**config.mk**
```make
export PLATFORM = sky130hd
export DESIGN_NAME = multdiv_controller_flat
export DESIGN_NICKNAME = d
export VERILOG_FILES = /design/src/rtl/multdiv_controller_if.sv /design/src/rtl/multdiv_controller.sv /design/src/flat_wrapper.sv
export SDC_FILE = /design/constraint.sdc
export NUM_CORES = 1
export LEC_CHECK = 0
export ABC_AREA = 1
export CAP_MARGIN = 30
export CORE_ASPECT_RATIO = 1.5
export CORE_MARGIN = 2
export CORE_UTILIZATION = 55
export CTS_BUF_LIST = sky130_fd_sc_hd__clkbuf_16
export CTS_CLUSTER_DIAMETER = 150
export DETAILED_ROUTE_END_ITERATION = 10
export PLACE_DENSITY_LB_ADDON = 0.15
export SLEW_MARGIN = 15
export SYNTH_ARGS = -nofsm -noshare
export SYNTH_HDL_FRONTEND = slang
export SYNTH_SLANG_ARGS = --single-unit
```
**constraint.sdc**
```tcl
create_clock -name clock -period 12.4 [get_ports clock]
set_input_delay 1.24 -clock clock [delete_from_list [all_inputs] [get_ports clock]]
set_output_delay 1.24 -clock clock [all_outputs]
set_load 0.03 [all_outputs]
```
**src/rtl/multdiv_controller_if.sv**
```systemverilog
// multdiv_controller_if
//   Start/operand/result bundle between execute-stage decode and the
//   multi-cycle multiply/divide sequencer.
//   master : decode/pipeline side -- drives starts, flush, operands;
//            receives result, exception, ready pulse, busy and stall.
//   slave  : sequencer side.
interface multdiv_controller_if;
  logic        ctrl_MULT;
  logic        ctrl_DIV;
  logic        flush;
  logic [31:0] operandA;
  logic [31:0] operandB;
  logic [31:0] data_result;
  logic        data_exception;
  logic        data_resultRDY;
  logic        busy;
  logic        stall;

  modport master (
    output ctrl_MULT, ctrl_DIV, flush, operandA, operandB,
    input  data_result, data_exception, data_resultRDY, busy, stall
  );

  modport slave (
    input  ctrl_MULT, ctrl_DIV, flush, operandA, operandB,
    output data_result, data_exception, data_resultRDY, busy, stall
  );
endinterface

```
**src/rtl/multdiv_controller.sv**
```systemverilog
// multdiv_controller
//   Execute-stage sequencer for 32-iteration signed multiply (shift-add,
//   LSB first) and restoring divide (MSB first) on operand magnitudes.
//   A start accepted in cycle 0 yields a one-cycle data_resultRDY pulse
//   in cycle 33 for every operand value; stall holds the front of the
//   pipeline until then.
//   Ports:
//     clock    rising-edge clock
//     reset_n  synchronous active-low reset
//     bus      multdiv_controller_if.slave: ctrl_MULT/ctrl_DIV start
//              pulses, flush, operandA/B in; data_result,
//              data_exception, data_resultRDY, busy, stall out
module multdiv_controller (
  input  logic                  clock,
  input  logic                  reset_n,
  multdiv_controller_if.slave   bus
);

  localparam int unsigned ITER = 32;

  typedef enum logic [1:0] {IDLE, MUL, DIV, DONE} state_t;

  state_t      state, state_next;
  logic [4:0]  cnt;
  // MUL: op_a = shifted multiplicand, op_b = multiplier (shifted right),
  //      acc = partial product.
  // DIV: op_a[31:0] = dividend shifting out / quotient shifting in,
  //      op_b = divisor, acc[31:0] = partial remainder.
  logic [63:0] op_a;
  logic [31:0] op_b;
  logic [63:0] acc;
  logic        neg;
  logic        b_zero;
  logic        div_ovf;

  logic        in_op, accept, last;
  logic [31:0] a_mag, b_mag;
  logic [63:0] acc_mul;
  logic [31:0] shifted;
  logic [32:0] diff;
  logic        q_bit;
  logic [31:0] rem_next, quo_next;
  logic [63:0] mag, signed_res;
  logic        mul_ovf;
  logic [31:0] final_res;
  logic        final_exc;

  assign in_op  = (state == MUL) || (state == DIV);
  assign accept = reset_n && !bus.flush && ((state == IDLE) || (state == DONE))
                  && (bus.ctrl_MULT || bus.ctrl_DIV);
  assign last   = in_op && (cnt == 5'(ITER - 1));

  assign a_mag = bus.operandA[31] ? -bus.operandA : bus.operandA;
  assign b_mag = bus.operandB[31] ? -bus.operandB : bus.operandB;

  // Remainder stays below the divisor (<= 2^31), so the shifted partial
  // remainder always fits in 32 bits; only the divide-by-zero case
  // overflows it, and that result is replaced anyway.
  always_comb begin
    acc_mul  = acc + (op_b[0] ? op_a : '0);
    shifted  = {acc[30:0], op_a[31]};
    diff     = {1'b0, shifted} - {1'b0, op_b};
    q_bit    = ~diff[32];
    rem_next = q_bit ? diff[31:0] : shifted;
    quo_next = {op_a[30:0], q_bit};

    mag        = (state == MUL) ? acc_mul : {32'b0, quo_next};
    signed_res = neg ? -mag : mag;
    // Signed product fits in 32 bits iff bits 63..31 are all equal.
    mul_ovf    = !((&signed_res[63:31]) || !(|signed_res[63:31]));

    final_res = signed_res[31:0];
    final_exc = 1'b0;
    if (state == MUL) begin
      final_exc = mul_ovf;
    end else if (b_zero) begin
      final_res = '0;
      final_exc = 1'b1;
    end else begin
      final_exc = div_ovf;
    end
  end

  always_comb begin
    state_next = state;
    case (state)
      IDLE, DONE: begin
        if (bus.ctrl_MULT)     state_next = MUL;
        else if (bus.ctrl_DIV) state_next = DIV;
        else                   state_next = IDLE;
      end
      MUL, DIV: begin
        if (last) state_next = DONE;
      end
      default: state_next = IDLE;
    endcase
    if (bus.flush) state_next = IDLE;
  end

  always_ff @(posedge clock) begin
    if (!reset_n) state <= IDLE;
    else          state <= state_next;
  end

  always_ff @(posedge clock) begin
    if (!reset_n) begin
      cnt                <= '0;
      op_a               <= '0;
      op_b               <= '0;
      acc                <= '0;
      neg                <= 1'b0;
      b_zero             <= 1'b0;
      div_ovf            <= 1'b0;
      bus.data_result    <= '0;
      bus.data_exception <= 1'b0;
    end else if (accept) begin
      cnt     <= '0;
      op_a    <= {32'b0, a_mag};
      op_b    <= b_mag;
      acc     <= '0;
      neg     <= bus.operandA[31] ^ bus.operandB[31];
      b_zero  <= (bus.operandB == '0);
      div_ovf <= (bus.operandA == 32'h8000_0000) && (bus.operandB == '1);
    end else if (in_op && !bus.flush) begin
      cnt <= cnt + 5'd1;
      if (state == MUL) begin
        acc  <= acc_mul;
        op_a <= op_a << 1;
        op_b <= op_b >> 1;
      end else begin
        acc  <= {32'b0, rem_next};
        op_a <= {32'b0, quo_next};
      end
      if (last) begin
        bus.data_result    <= final_res;
        bus.data_exception <= final_exc;
      end
    end
  end

  assign bus.data_resultRDY = (state == DONE);
  assign bus.busy           = in_op;
  assign bus.stall          = in_op || accept;

endmodule

```
**src/flat_wrapper.sv**
```systemverilog
// flat-port wrapper written by rule: the top's interface ports become plain ports
module multdiv_controller_flat 
  (clock, reset_n, bus_ctrl_MULT, bus_ctrl_DIV, bus_flush, bus_operandA, bus_operandB, bus_data_result, bus_data_exception, bus_data_resultRDY, bus_busy, bus_stall);
  multdiv_controller_if bus_i ();
  input  logic clock;
  input  logic reset_n;
  input wire logic [$bits(bus_i.ctrl_MULT)-1:0] bus_ctrl_MULT;
  input wire logic [$bits(bus_i.ctrl_DIV)-1:0] bus_ctrl_DIV;
  input wire logic [$bits(bus_i.flush)-1:0] bus_flush;
  input wire logic [$bits(bus_i.operandA)-1:0] bus_operandA;
  input wire logic [$bits(bus_i.operandB)-1:0] bus_operandB;
  output wire logic [$bits(bus_i.data_result)-1:0] bus_data_result;
  output wire logic [$bits(bus_i.data_exception)-1:0] bus_data_exception;
  output wire logic [$bits(bus_i.data_resultRDY)-1:0] bus_data_resultRDY;
  output wire logic [$bits(bus_i.busy)-1:0] bus_busy;
  output wire logic [$bits(bus_i.stall)-1:0] bus_stall;
  assign bus_i.ctrl_MULT = bus_ctrl_MULT;
  assign bus_i.ctrl_DIV = bus_ctrl_DIV;
  assign bus_i.flush = bus_flush;
  assign bus_i.operandA = bus_operandA;
  assign bus_i.operandB = bus_operandB;
  assign bus_data_result = bus_i.data_result;
  assign bus_data_exception = bus_i.data_exception;
  assign bus_data_resultRDY = bus_i.data_resultRDY;
  assign bus_busy = bus_i.busy;
  assign bus_stall = bus_i.stall;
  multdiv_controller u_core (.clock(clock), .reset_n(reset_n), .bus(bus_i));
endmodule
```
== Word level (Yosys, flattened, before mapping) ==
Index checks and enable logic that the tools add are counted.

* Output and inout bits: 36
* Input bits: 69
* Register bits after elaboration: 203
* Word-level logic and storage cells: 75

* Bitwise gates (word level): 4
* Equality and inequality tests: 7
* Add/subtract/negate cells: 6
* Multiplexer cells: 21
* Reduce and logical (&&, ||, !) cells: 26

{| class="wikitable"
|+ Operators with widths
! kind !! count
|-
| 32-bit two-way mux || 10
|-
| 64-bit two-way mux || 5
|-
| 64-bit adder || 1
|-
| 32-bit == test, second input constant || 2
|-
| 32-bit negator || 2
|-
| 64-bit negator || 1
|-
| 33-bit AND reduction || 1
|-
| 33-bit OR reduction || 1
|-
| 32-bit by 32-bit subtractor with 33-bit output || 1
|-
| 32-bit logical NOT || 1
|-
| 2-bit OR reduction || 4
|-
| 1-bit logical AND || 6
|-
| 2-bit two-way mux || 3
|-
| 5-bit by 1-bit adder with 5-bit output, second input constant || 1
|-
| 5-bit == test, second input constant || 1
|-
| 1-bit logical OR || 5
|-
| 2-bit == test, second input constant || 2
|-
| 2-bit one-hot mux with 2 select lines || 1
|-
| 2-bit nonzero test || 2
|-
| 1-bit logical NOT || 3
|-
| 1-bit inverter || 3
|-
| 3-bit AND reduction || 1
|-
| 2-bit by 1-bit == test with 1-bit output, second input constant || 1
|-
| 2-bit logical NOT || 1
|-
| other kinds (4) || 5
|}

== Longest topological paths before layout ==
Gate-level depths: netlist of run 1.

* Depth in word-level cells: 10
* Gate-level depth with buffers: 39
* Gate-level depth less buffers: 39

== Least setup slack after synthesis of run 1 ==
Ideal clock, no wire load.

* Kind: input to output
* From: input port reset_n
* To: output port bus_stall
* Path slack: 8.167 ns
* Arrival time: 2.993 ns
* Data required time: 11.160 ns
* Buffers on the path: 3
* Stages: 9
* Path through: clkbuf_1 -> inv_1 -> nor2_1 -> inv_1 -> nor3_1 -> inv_1 -> clkbuf_1 -> clkbuf_1 -> nand2_1

* Word-level cells in the longest chain between the ends: 4

{| class="wikitable"
|+ RTL lines
! what !! RTL line !! text
|-
| start: declaration || flat_wrapper.sv:6 || <nowiki>input logic reset_n;</nowiki>
|-
| 1-bit logical AND (2 in series) || multdiv_controller.sv:49 || <nowiki>assign accept = reset_n && !bus.flush && ((state == IDLE) || (state == DONE))</nowiki>
|-
| 1-bit logical AND || multdiv_controller.sv:50 || <nowiki>&& (bus.ctrl_MULT || bus.ctrl_DIV);</nowiki>
|-
| 1-bit logical OR || multdiv_controller.sv:143 || <nowiki>assign bus.stall = in_op || accept;</nowiki>
|-
| end: declaration || flat_wrapper.sv:16 || <nowiki>output wire logic [$bits(bus_i.stall)-1:0] bus_stall;</nowiki>
|}

Every way passes these cells.

== Final worst setup path of run 1 ==
* From: register u_core.op_a[31]
* To: register u_core.bus.data_exception

* Word-level cells in the longest chain between the ends: 10
* Elaborated cells on any way between the ends: 13
* Those cells by class: add/sub: 3; mux: 4; bitwise: 1; reduce/logical: 5

{| class="wikitable"
|+ RTL lines
! what !! RTL line !! text
|-
| start: declaration || multdiv_controller.sv:29 || <nowiki>logic [63:0] op_a;</nowiki>
|-
| start signal: assignment || multdiv_controller.sv:118 || <nowiki>op_a <= {32'b0, a_mag};</nowiki>
|-
| start signal: assignment || multdiv_controller.sv:128 || <nowiki>op_a <= op_a << 1;</nowiki>
|-
| start signal: assignment || multdiv_controller.sv:132 || <nowiki>op_a <= {32'b0, quo_next};</nowiki>
|-
| 64-bit two-way mux or 32-bit by 32-bit subtractor with 33-bit output (tied branches) || multdiv_controller.sv:60, multdiv_controller.sv:62 ||
|-
| 64-bit adder or 1-bit inverter (tied branches) || multdiv_controller.sv:60, multdiv_controller.sv:63 ||
|-
| 64-bit two-way mux * || multdiv_controller.sv:67 || <nowiki>mag = (state == MUL) ? acc_mul : {32'b0, quo_next};</nowiki>
|-
| 64-bit negator || multdiv_controller.sv:68 || <nowiki>signed_res = neg ? -mag : mag;</nowiki>
|-
| 64-bit two-way mux * || multdiv_controller.sv:68 ||
|-
| 33-bit OR reduction || multdiv_controller.sv:70 || <nowiki>mul_ovf = !((&signed_res[63:31]) || !(|signed_res[63:31]));</nowiki>
|-
| 1-bit logical NOT || multdiv_controller.sv:70 ||
|-
| 1-bit logical OR * || multdiv_controller.sv:70 ||
|-
| 1-bit logical NOT * || multdiv_controller.sv:70 ||
|-
| 1-bit two-way mux * || multdiv_controller.sv:74 || <nowiki>if (state == MUL) begin</nowiki>
|-
| end signal: assignment || multdiv_controller.sv:136 || <nowiki>bus.data_exception <= final_exc;</nowiki>
|-
| end: declaration || multdiv_controller_if.sv:26 || <nowiki>output data_result, data_exception, data_resultRDY, busy, stall</nowiki>
|}

Every way passes the cells marked *; elsewhere a longest branch is shown, timed or not.
A chain may end at the register's enable or synchronous reset.

==> out/results.ini, run 1 <==
[run_status]
run_status = finished, final reports clean

[critical_path]
cp_max_fo = 66
critPathMaxStageDelay_ns = 0.48
cpMostUsedCell = nand2_1
startpoint = u_core.op_a[31]$_SDFFE_PN0P_
reg2reg_from = u_core.op_a[31]$_SDFFE_PN0P_
worstPathRequired_ns = 12.82
cp-end-kind = flop
reg2reg_slack_ns = 7.26
reg2reg_depth = 37
criticalPathCategory = flop to flop
crit_path_top_delay_cell = buf_4
regToRegEndpoint = u_core.bus.data_exception$_SDFFE_PN0P_
crit_path_start_kind = flop
crit_path_end = u_core.bus.data_exception$_SDFFE_PN0P_
worstPathArrival_ns = 5.56

[clock_network]
cts_tree = done
clkTransAtPathRegs_ns = 0.07
cts_hold_buf = 0
cts_root_buf = clkbuf_16
numCtsBuffers = 23
clk_path_buf_depth = 3
clkLatencyLatePin_ns = 0.55
cts.htree.levels = 1
postCtsSetupRepairBufs = 0
cts_sinks = 203
ctsResizeCount = 0

[logic_synthesis]
async_reset_ff_share_pct = 0
syn-cell-area_um2 = 20700
ys_types = 53
yosys-top-cells-count = nand2_1, inv_1, nor2_1, a21oi_1, nand3_1
ys_ff_latch = 203
yosysMostFrequentCell = nand2_1
synth_ff_type = dfxtp_1
synth_nets = 3893
yosysTopAreaCell = nand2_1
yosysSeqAreaShare_pct = 19.6
ys_top_cells_by_area = nand2_1, dfxtp_1, inv_1, ha_1, nor2_1
synth_edf_count = 0
syn_area_per_cell_um2 = 5.57
synth_cells = 3718
yosys_warnings = 0
synth_top_area_share_pct = 21.6

[timing]
worst_pin_slew_ns = 0.932
rsz0062_at_grt = false
setup_tns_ns = 0
max_clock_freq_mhz = 194
hold_viol = 0
finalCriticalPeriod_ns = 5.14
slew_violations = 0
clock_skew_ns = 0.0150
slew-limit-headroom_pct = 37.8
post-route-period-util_pct = 41.5
setup_viol = 0

[routing]
vias_per_cell = 5.46
firstDrtPassIters = 6
ant_nets = 0
wire_per_inst_um = 17.7
drt-total-wl_mm = 75.5
drc_errors = 0
num_vias = 23231
drt_iter0_markers = 1735

[floorplanning]
die_h_um = 242
start_util_pct = 55.5
core_area_um2 = 37300
rows = 87
die_w_um = 162
die_area_um2 = 39300
pin_count = 105

[run]
max_cap_viol_count = 0

[place]
portBuffers = 104
dp_hpwl_mm = 61.3
place_congestion = 1.03

[global_route]
grt_pass1_wl_mm = 116
antenna_found_initial = 0
grt_pass1_vias = 21895
grt_overflow = 0
grt.total_usage_pct = 37.7
grt_max_degree = 89

[finish]
area_delta_synth_final_pct = 10.3
antenna_cells = 0
drive_above_1_share_pct = 5.05
fin_nets = 3925
fillCellCount = 3968

[power]
ir_worst_vdd_uv = 100
powerDensity_nw_per_um2 = 92.1
leakagePower_nw = 11.9
power.total_mw = 2.10

[hold_path]
min_path_type = flop to flop

-- sequential cells by signal, summed over array words and instances, names as in the netlist --
register,flops
u_core.state,2
u_core.acc,64
u_core.bus.data_exception,1
u_core.bus.data_result,32
u_core.div_ovf,1
u_core.op_a,64
u_core.neg,1
u_core.b_zero,1
u_core.cnt,5
u_core.op_b,32
-- layer usage --
layer  part of all wire, %  wire length [um]  global-route usage [%]
met1                    36             27400                    39.1
met3                   4.7              3580                    3.89
met2                    49             36600                    66.8
met4                    10              7890                    33.0
met5                     0                 0                       0
-- stage by stage --
step / setup slack [ns] / utilization, % / cell area, um2 / hold slack (ns) / cells
global placement: 7.44 / 59.2 / 22100 / 0.452 / 4213
detailed placement: 7.35 / 59.2 / 22100 / 0.455 / 4213
finish: 7.26 / 61.2 / 22800 / 0.464 / 4254
floorplan: 8.17 / - / 20700 / 0.429 / 3718
CTS: 7.34 / 61.1 / 22800 / 0.464 / 4253
global route: 6.80 / 61.2 / 22800 / 0.482 / 4254
-- critical path: cells and delay by family (launching register included) --
family	cells	cell delay, ns
simple gates	27	2.60
fa+ha+maj	3	0.85
compound gates	2	0.34
flops	1	0.38
buf+inv	5	0.80
-- where the power goes --
group | leakage (nW) | total, mW | switching, mW | internal (mW)
Clock | 0.363 | 0.672 | 0.293 | 0.379
Combinational | 9.87 | 0.721 | 0.471 | 0.250
Sequential | 1.65 | 0.710 | 0.0299 | 0.680
Total | 11.9 | 2.10 | 0.793 | 1.31
-- final cells by class --
cell class                 instances  area (um2)  area share (%)
multi-input combinational       2769       13900            60.7
sequential                       203        4070            17.8
inverter                         628        2360            10.3
timing repair buffer             125        1220            5.32
tap                              489         612            2.68
clock buffer                      23         576            2.52
clock inverter                    17         140           0.613
-- kinds of logic (layout without fill, tap and decap cells) --
kind of cell | Yosys count | in the layout | share of synthesized area (%)
simple gates | 1998 | 1998 | 41.3
buf+inv | 746 | 793 | 13.6
compound gates | 602 | 602 | 16.3
flops | 203 | 203 | 19.6
fa+ha+maj | 106 | 106 | 6.48
xor+xnor | 63 | 63 | 2.66
-- cell usage in the layout (no fill, tap or decap), types with 3 or more instances in the layout --
cell,Yosys,routed
o21ai_0,181,181
or2_2,12,12
xor2_1,34,34
o22ai_1,10,10
dfxtp_1,203,201
o221ai_1,5,5
xnor2_1,29,29
clkbuf_16,0,24
clkinv_1,5,9
nor2_2,25,27
a21o_1,6,6
clkdlybuf4s50_1,0,104
clkinv_2,1,5
nor2_4,8,10
ha_1,104,103
inv_1,612,614
o21ai_1,12,12
nand4_1,56,56
o21bai_1,18,18
a22oi_1,32,32
nor4_1,6,6
nand3b_1,20,20
inv_2,10,11
o21a_1,5,5
nor2_1,337,333
buf_4,0,20
nor3_1,40,39
nand3_2,32,32
o211ai_1,21,21
a31oi_1,69,69
a21oi_1,229,229
nand2_1,1190,1189
nand2_2,31,32
and2_1,4,4
a21boi_0,3,3
nand3_1,229,229
-- worst min path at each step --
stage                                       from                      endpoint  slack, ns  depth (start not counted)
finish              u_core.op_b[19]$_SDFFE_PN0P_  u_core.op_b[19]$_SDFFE_PN0P_       0.46                          2
CTS                 u_core.op_b[28]$_SDFFE_PN0P_  u_core.op_b[28]$_SDFFE_PN0P_       0.46                          2
global placement    u_core.op_b[27]$_SDFFE_PN0P_  u_core.op_b[27]$_SDFFE_PN0P_       0.45                          2
global route        u_core.op_b[25]$_SDFFE_PN0P_  u_core.op_b[25]$_SDFFE_PN0P_       0.48                          2
floorplan            u_core.div_ovf$_SDFFE_PN0P_   u_core.div_ovf$_SDFFE_PN0P_       0.43                          2
detailed placement  u_core.op_b[20]$_SDFFE_PN0P_  u_core.op_b[20]$_SDFFE_PN0P_       0.46                          2
(Power assumes the default switching activity.)
==> inputs of run 2 (changes only) <==
==> constraint.sdc (replaced) <==
create_clock -name clock -period 4.23 [get_ports clock]
set_input_delay 0.423 -clock clock [delete_from_list [all_inputs] [get_ports clock]]
set_output_delay 0.423 -clock clock [all_outputs]
set_load 0.03 [all_outputs]
==> run 2 against run 1 <==
Clock power rose to 3.2 times the previous value; power grew to 3.2 times the previous value; first-iteration DRC count is 11% higher; fmax is 24% higher; design area grew 16%; core utilization up 10 points; sequential power rose to 2.9 times the previous value; final cell count grew 7.5%; non-clock buffer count grew 319; critical path depth down 6; combinational power grew to 3.5 times the previous value.
==> out/results.ini, run 2 (same netlist as run 1, synthesis figures left out) <==
[clock_network]
cts_root_buf = clkbuf_16
cts_hold_buf = 0
cts_sinks = 203
clkTransAtPathRegs_ns = 0.07
numCtsBuffers = 23
cts.htree.levels = 1
clk_path_buf_depth = 3
clkLatencyLatePin_ns = 0.57
cts_tree = done

[finish]
biggestRegsByFlops = u_core.acc x64, u_core.op_a x64
final_area_um2 = 26600
final_common_cell = nand2_1
area_delta_synth_final_pct = 28.2
fin_nets = 4244
final_cell_count_no_fill = 4574
multi_input_comb_area_um2 = 15000
antenna_cells = 0
regArea_um2 = 4080
final_cell_mix = nand2_1, inv_1, buf_4, nor2_1, a21oi_1
fillCellCount = 3448
drive_above_1_share_pct = 17.5

[critical_path]
worstPathRequired_ns = 4.67
reg2reg_slack_ns = 0.09
critPathTopFamily = simple AND/OR/NAND/NOR gates
crit_path_start_kind = flop
cp_max_fo = 6
worstPathArrival_ns = 4.58
cp-end-kind = flop
criticalPathCategory = flop to flop
path_buf_inv = 3
crit_path_top_delay_cell = dfxtp_4
critPathMaxStageDelay_ns = 0.44
cpMostUsedCell = nand2_1

[timing]
clock_skew_ns = 0.0193
rsz0062_at_grt = true
post-route-period-util_pct = 97.8
hold_viol = 0
slew_violations = 0
setup_viol = 0
finalCriticalPeriod_ns = 4.14
max_clock_freq_mhz = 242
worst_pin_slew_ns = 1.08
slew-limit-headroom_pct = 28.1
holdWs_ns = 0.452

[floorplanning]
die_area_um2 = 39300
pin_count = 105
core_area_um2 = 37300
die_w_um = 162
die_h_um = 242
start_util_pct = 55.5
rows = 87

[routing]
ant_nets = 0
vias_per_cell = 5.52
drt_iter0_markers = 1920
drc_errors = 0
wire_per_inst_um = 18.3
num_vias = 25264
firstDrtPassIters = 6
drt-total-wl_mm = 83.5

[place]
portBuffers = 104
place_congestion = 1.05
dp_hpwl_mm = 65.9
dp.cells = 4525
placed_area_um2 = 24500

[power]
leakagePower_nw = 13.5
powerDensity_nw_per_um2 = 255
ir_worst_vdd_uv = 264

[global_route]
antenna_found_initial = 0
grt_pass1_wl_mm = 126
grt_max_degree = 88
grt.total_usage_pct = 41.1
grt_overflow = 0
grt_pass1_vias = 23997

[run_status]
run_status = finished, final reports clean

[run]
max_cap_viol_count = 0

[hold_path]
min_path_type = input pin to flop

[run 2: timing repair]
action / 4_1_cts / 5_1_grt
cloned: 0 / 2
pin swaps: 0 / 30
setup buffers: 0 / 5
setup endpoints to repair: 1 / 4
resized for setup: 5 / 272
[run 2: layout make-up]
class,count,area share (%)
clock buffer,23,2.17
clock inverter,18,0.763
inverter,628,8.88
multi-input combinational,2769,56.6
sequential,203,15.4
tap,489,2.30
timing repair buffer,444,13.9
[run 2: power by group]
group / leakage [nW] / total, mW / internal [mW] / switching [mW]
logic: 11.5 / 2.55 / 0.984 / 1.56
registers: 1.65 / 2.09 / 2.00 / 0.0910
clock network: 0.400 / 2.13 / 1.24 / 0.889
[run 2: worst paths after layout]
check / start / endpoint / depth (start not counted)
setup / recovery: u_core.op_b[0]$_SDFFE_PN0P_ / u_core.bus.data_exception$_SDFFE_PN0P_ / 31
hold / removal: bus_ctrl_MULT / u_core.state[0]$_SDFFE_PP0P_ / 3
setup reg to reg: u_core.op_b[0]$_SDFFE_PN0P_ / u_core.bus.data_exception$_SDFFE_PN0P_ / 31
hold reg to reg: u_core.op_b[18]$_SDFFE_PN0P_ / u_core.op_b[18]$_SDFFE_PN0P_ / 2
[run 2: metal layers]
layer | share of wire [%] | track usage (%) | up-vias
met5 | 0 | 0 | -
met4 | 12 | 38.9 | 0
met3 | 5.8 | 5.95 | 393
met2 | 47 | 71.2 | 991
met1 | 35 | 41.6 | 11319
li1 | - | - | 12561
[run 2: tightest hold or removal path: stages]
cell and delay [ns]:
clkdlybuf4s50_1 0.42, inv_1 0.07, a21oi_1 0.06
[run 2: through the flow]
stage / setup TNS [ns] / worst slack, ns / utilization, % / power, mW
5_1_grt: -0.189 / -0.189 / 71.1 / 7.11
6_report: 0 / 0.0938 / 71.1 / 6.76
3_3_place_gp: -0.0341 / -0.0341 / 65.6 / 4.42
4_1_cts: 0 / 0.0221 / 67.7 / 6.55
3_5_place_dp: -0.0440 / -0.0440 / 65.6 / 4.43
2_1_floorplan: 0 / 0.260 / - / 3.66
==> inputs of run 3 (changes only) <==
--- a/config.mk
+++ b/config.mk
@@ -14,7 +14,6 @@
 export CTS_CLUSTER_DIAMETER = 150
 export DETAILED_ROUTE_END_ITERATION = 10
 export PLACE_DENSITY_LB_ADDON = 0.15
-export SLEW_MARGIN = 15
 export SYNTH_ARGS = -nofsm -noshare
 export SYNTH_HDL_FRONTEND = slang
 export SYNTH_SLANG_ARGS = --single-unit
==> run 3 against run 2 <==
Clock power about the same; power is essentially flat; count of clock-buffer cells in the layout unchanged; core utilization about the same; via count is essentially flat; routed wire length hardly changed; register-to-register slack about the same; worst hold slack gained 0.0040 ns; final cell count is essentially flat; design area is essentially flat; critical path type unchanged; largest power group unchanged.
==> out/results.ini, run 3 (same netlist as run 1, synthesis figures left out) <==
[finish]
final_area_um2 = 26600
utilization_pct = 71.2
final_common_cell = nand2_1
fin_nets = 4245
antenna_cells = 0
final_cell_count_no_fill = 4575
area_delta_synth_final_pct = 28.3
biggestRegsByFlops = u_core.acc x64, u_core.op_a x64
final_cell_mix = nand2_1, inv_1, buf_4, nor2_1, a21oi_1
drive_above_1_share_pct = 17.5

[critical_path]
critPathMaxStageDelay_ns = 0.44
reg2reg_slack_ns = 0.09
reg2reg_depth = 31
cp_max_fo = 6
cp-end-kind = flop
path_buf_inv = 3
worstPathRequired_ns = 4.67
criticalPathCategory = flop to flop
critPathTopFamily = simple AND/OR/NAND/NOR gates
regToRegEndpoint = u_core.bus.data_exception$_SDFFE_PN0P_
worstPathArrival_ns = 4.58
crit_path_top_delay_cell = dfxtp_4
reg2reg_from = u_core.op_b[0]$_SDFFE_PN0P_
crit_path_start_kind = flop
cpMostUsedCell = nand2_1

[floorplanning]
start_util_pct = 55.5
core_area_um2 = 37300
rows = 87
die_h_um = 242
pin_count = 105
die_area_um2 = 39300
die_w_um = 162

[global_route]
grt.total_usage_pct = 41.1
grt_pass1_vias = 23997
grt_max_degree = 88
grt_pass1_wl_mm = 126
antenna_found_initial = 0
grt_overflow = 0

[clock_network]
numCtsBuffers = 23
cts_tree = done
clkLatencyLatePin_ns = 0.56
cts_sinks = 203
cts.htree.levels = 1
cts_root_buf = clkbuf_16
cts_hold_buf = 0
clkTransAtPathRegs_ns = 0.06
clk_path_buf_depth = 3

[place]
dp.cells = 4525
place_congestion = 1.05
portBuffers = 104
dp_hpwl_mm = 65.9
placed_area_um2 = 24500
place_ws_ns = -0.0440

[power]
power.total_mw = 6.77
powerDensity_nw_per_um2 = 255
leakagePower_nw = 13.5
ir_worst_vdd_uv = 265

[run]
max_cap_viol_count = 0

[timing]
rsz0062_at_grt = true
max_clock_freq_mhz = 241
fin_ws_ns = 0.0853
post-route-period-util_pct = 98.0
setup_viol = 0
slew_violations = 0
slew-limit-headroom_pct = 28.1
worst_pin_slew_ns = 1.08
hold_viol = 0
finalCriticalPeriod_ns = 4.14
clock_skew_ns = 0.0123

[routing]
vias_per_cell = 5.52
ant_nets = 0
drt-total-wl_mm = 83.6
drc_errors = 0
num_vias = 25272
drt_iter0_markers = 1920
wire_per_inst_um = 18.3
firstDrtPassIters = 6

[hold_path]
worstHoldStart = bus_ctrl_MULT
hold_end = u_core.state[0]$_SDFFE_PP0P_
worst_hold_path.num_cells = 3
min_path_type = input pin to flop

[run_status]
run_status = finished, final reports clean

[run 3: layer usage]
metal	vias up	wire, um	track usage, %
li1	12552	-	-
met1	11292	28900	41.6
met2	1035	39900	71.2
met3	393	4850	5.95
met4	0	9850	38.9
met5	-	0	0
[run 3: timing repair]
item                                    in CTS  in global routing
setup buffers                                0                  5
gates cloned                                 0                  2
gates resized for setup                      5                272
pin swaps                                    0                 30
endpoints found under the setup margin       1                  4
[run 3: through the flow]
stage / TNS [ns] / hold WS (ns)
2_1_floorplan: 0 / 0.429
4_1_cts: 0 / 0.450
3_5_place_dp: -0.0440 / 0.455
5_1_grt: -0.189 / 0.475
6_report: 0 / 0.456
3_3_place_gp: -0.0341 / 0.453
[run 3: layout make-up]
cell class | count | area, um2
Clock buffer | 23 | 576
Clock inverter | 18 | 203
Fill cell | 3447 | 10800
Inverter | 628 | 2360
Multi-Input combinational cell | 2769 | 15000
Sequential cell | 203 | 4080
Tap cell | 489 | 612
Timing Repair Buffer | 445 | 3700
[run 3: power by group]
group	switching, mW	internal [mW]
clock	0.888	1.24
sequential	0.0910	2.00
combinational	1.57	0.984
[run 3: worst max path at each step]
stage          cells past startpoint                                      to  slack [ns]                        start
2_1_floorplan                     32  u_core.bus.data_exception$_SDFFE_PN0P_        0.26  u_core.op_b[0]$_SDFFE_PN0P_
6_report                          31  u_core.bus.data_exception$_SDFFE_PN0P_        0.09  u_core.op_b[0]$_SDFFE_PN0P_
3_5_place_dp                      31  u_core.bus.data_exception$_SDFFE_PN0P_       -0.04  u_core.op_b[0]$_SDFFE_PN0P_
4_1_cts                           31  u_core.bus.data_exception$_SDFFE_PN0P_        0.02  u_core.op_b[0]$_SDFFE_PN0P_
5_1_grt                           32  u_core.bus.data_exception$_SDFFE_PN0P_       -0.19  u_core.op_b[0]$_SDFFE_PN0P_
3_3_place_gp                      31  u_core.bus.data_exception$_SDFFE_PN0P_       -0.03  u_core.op_b[0]$_SDFFE_PN0P_
[run 3: worst reg2reg max path: cells and delay by family, from the launching register on]
family,cells,cell delay (ns)
adders and majority gates,2,0.52
DFF,1,0.44
and+or+nand+nor,25,2.88
AOI/OAI and AO/OA,1,0.05
buffers and inverters,3,0.16
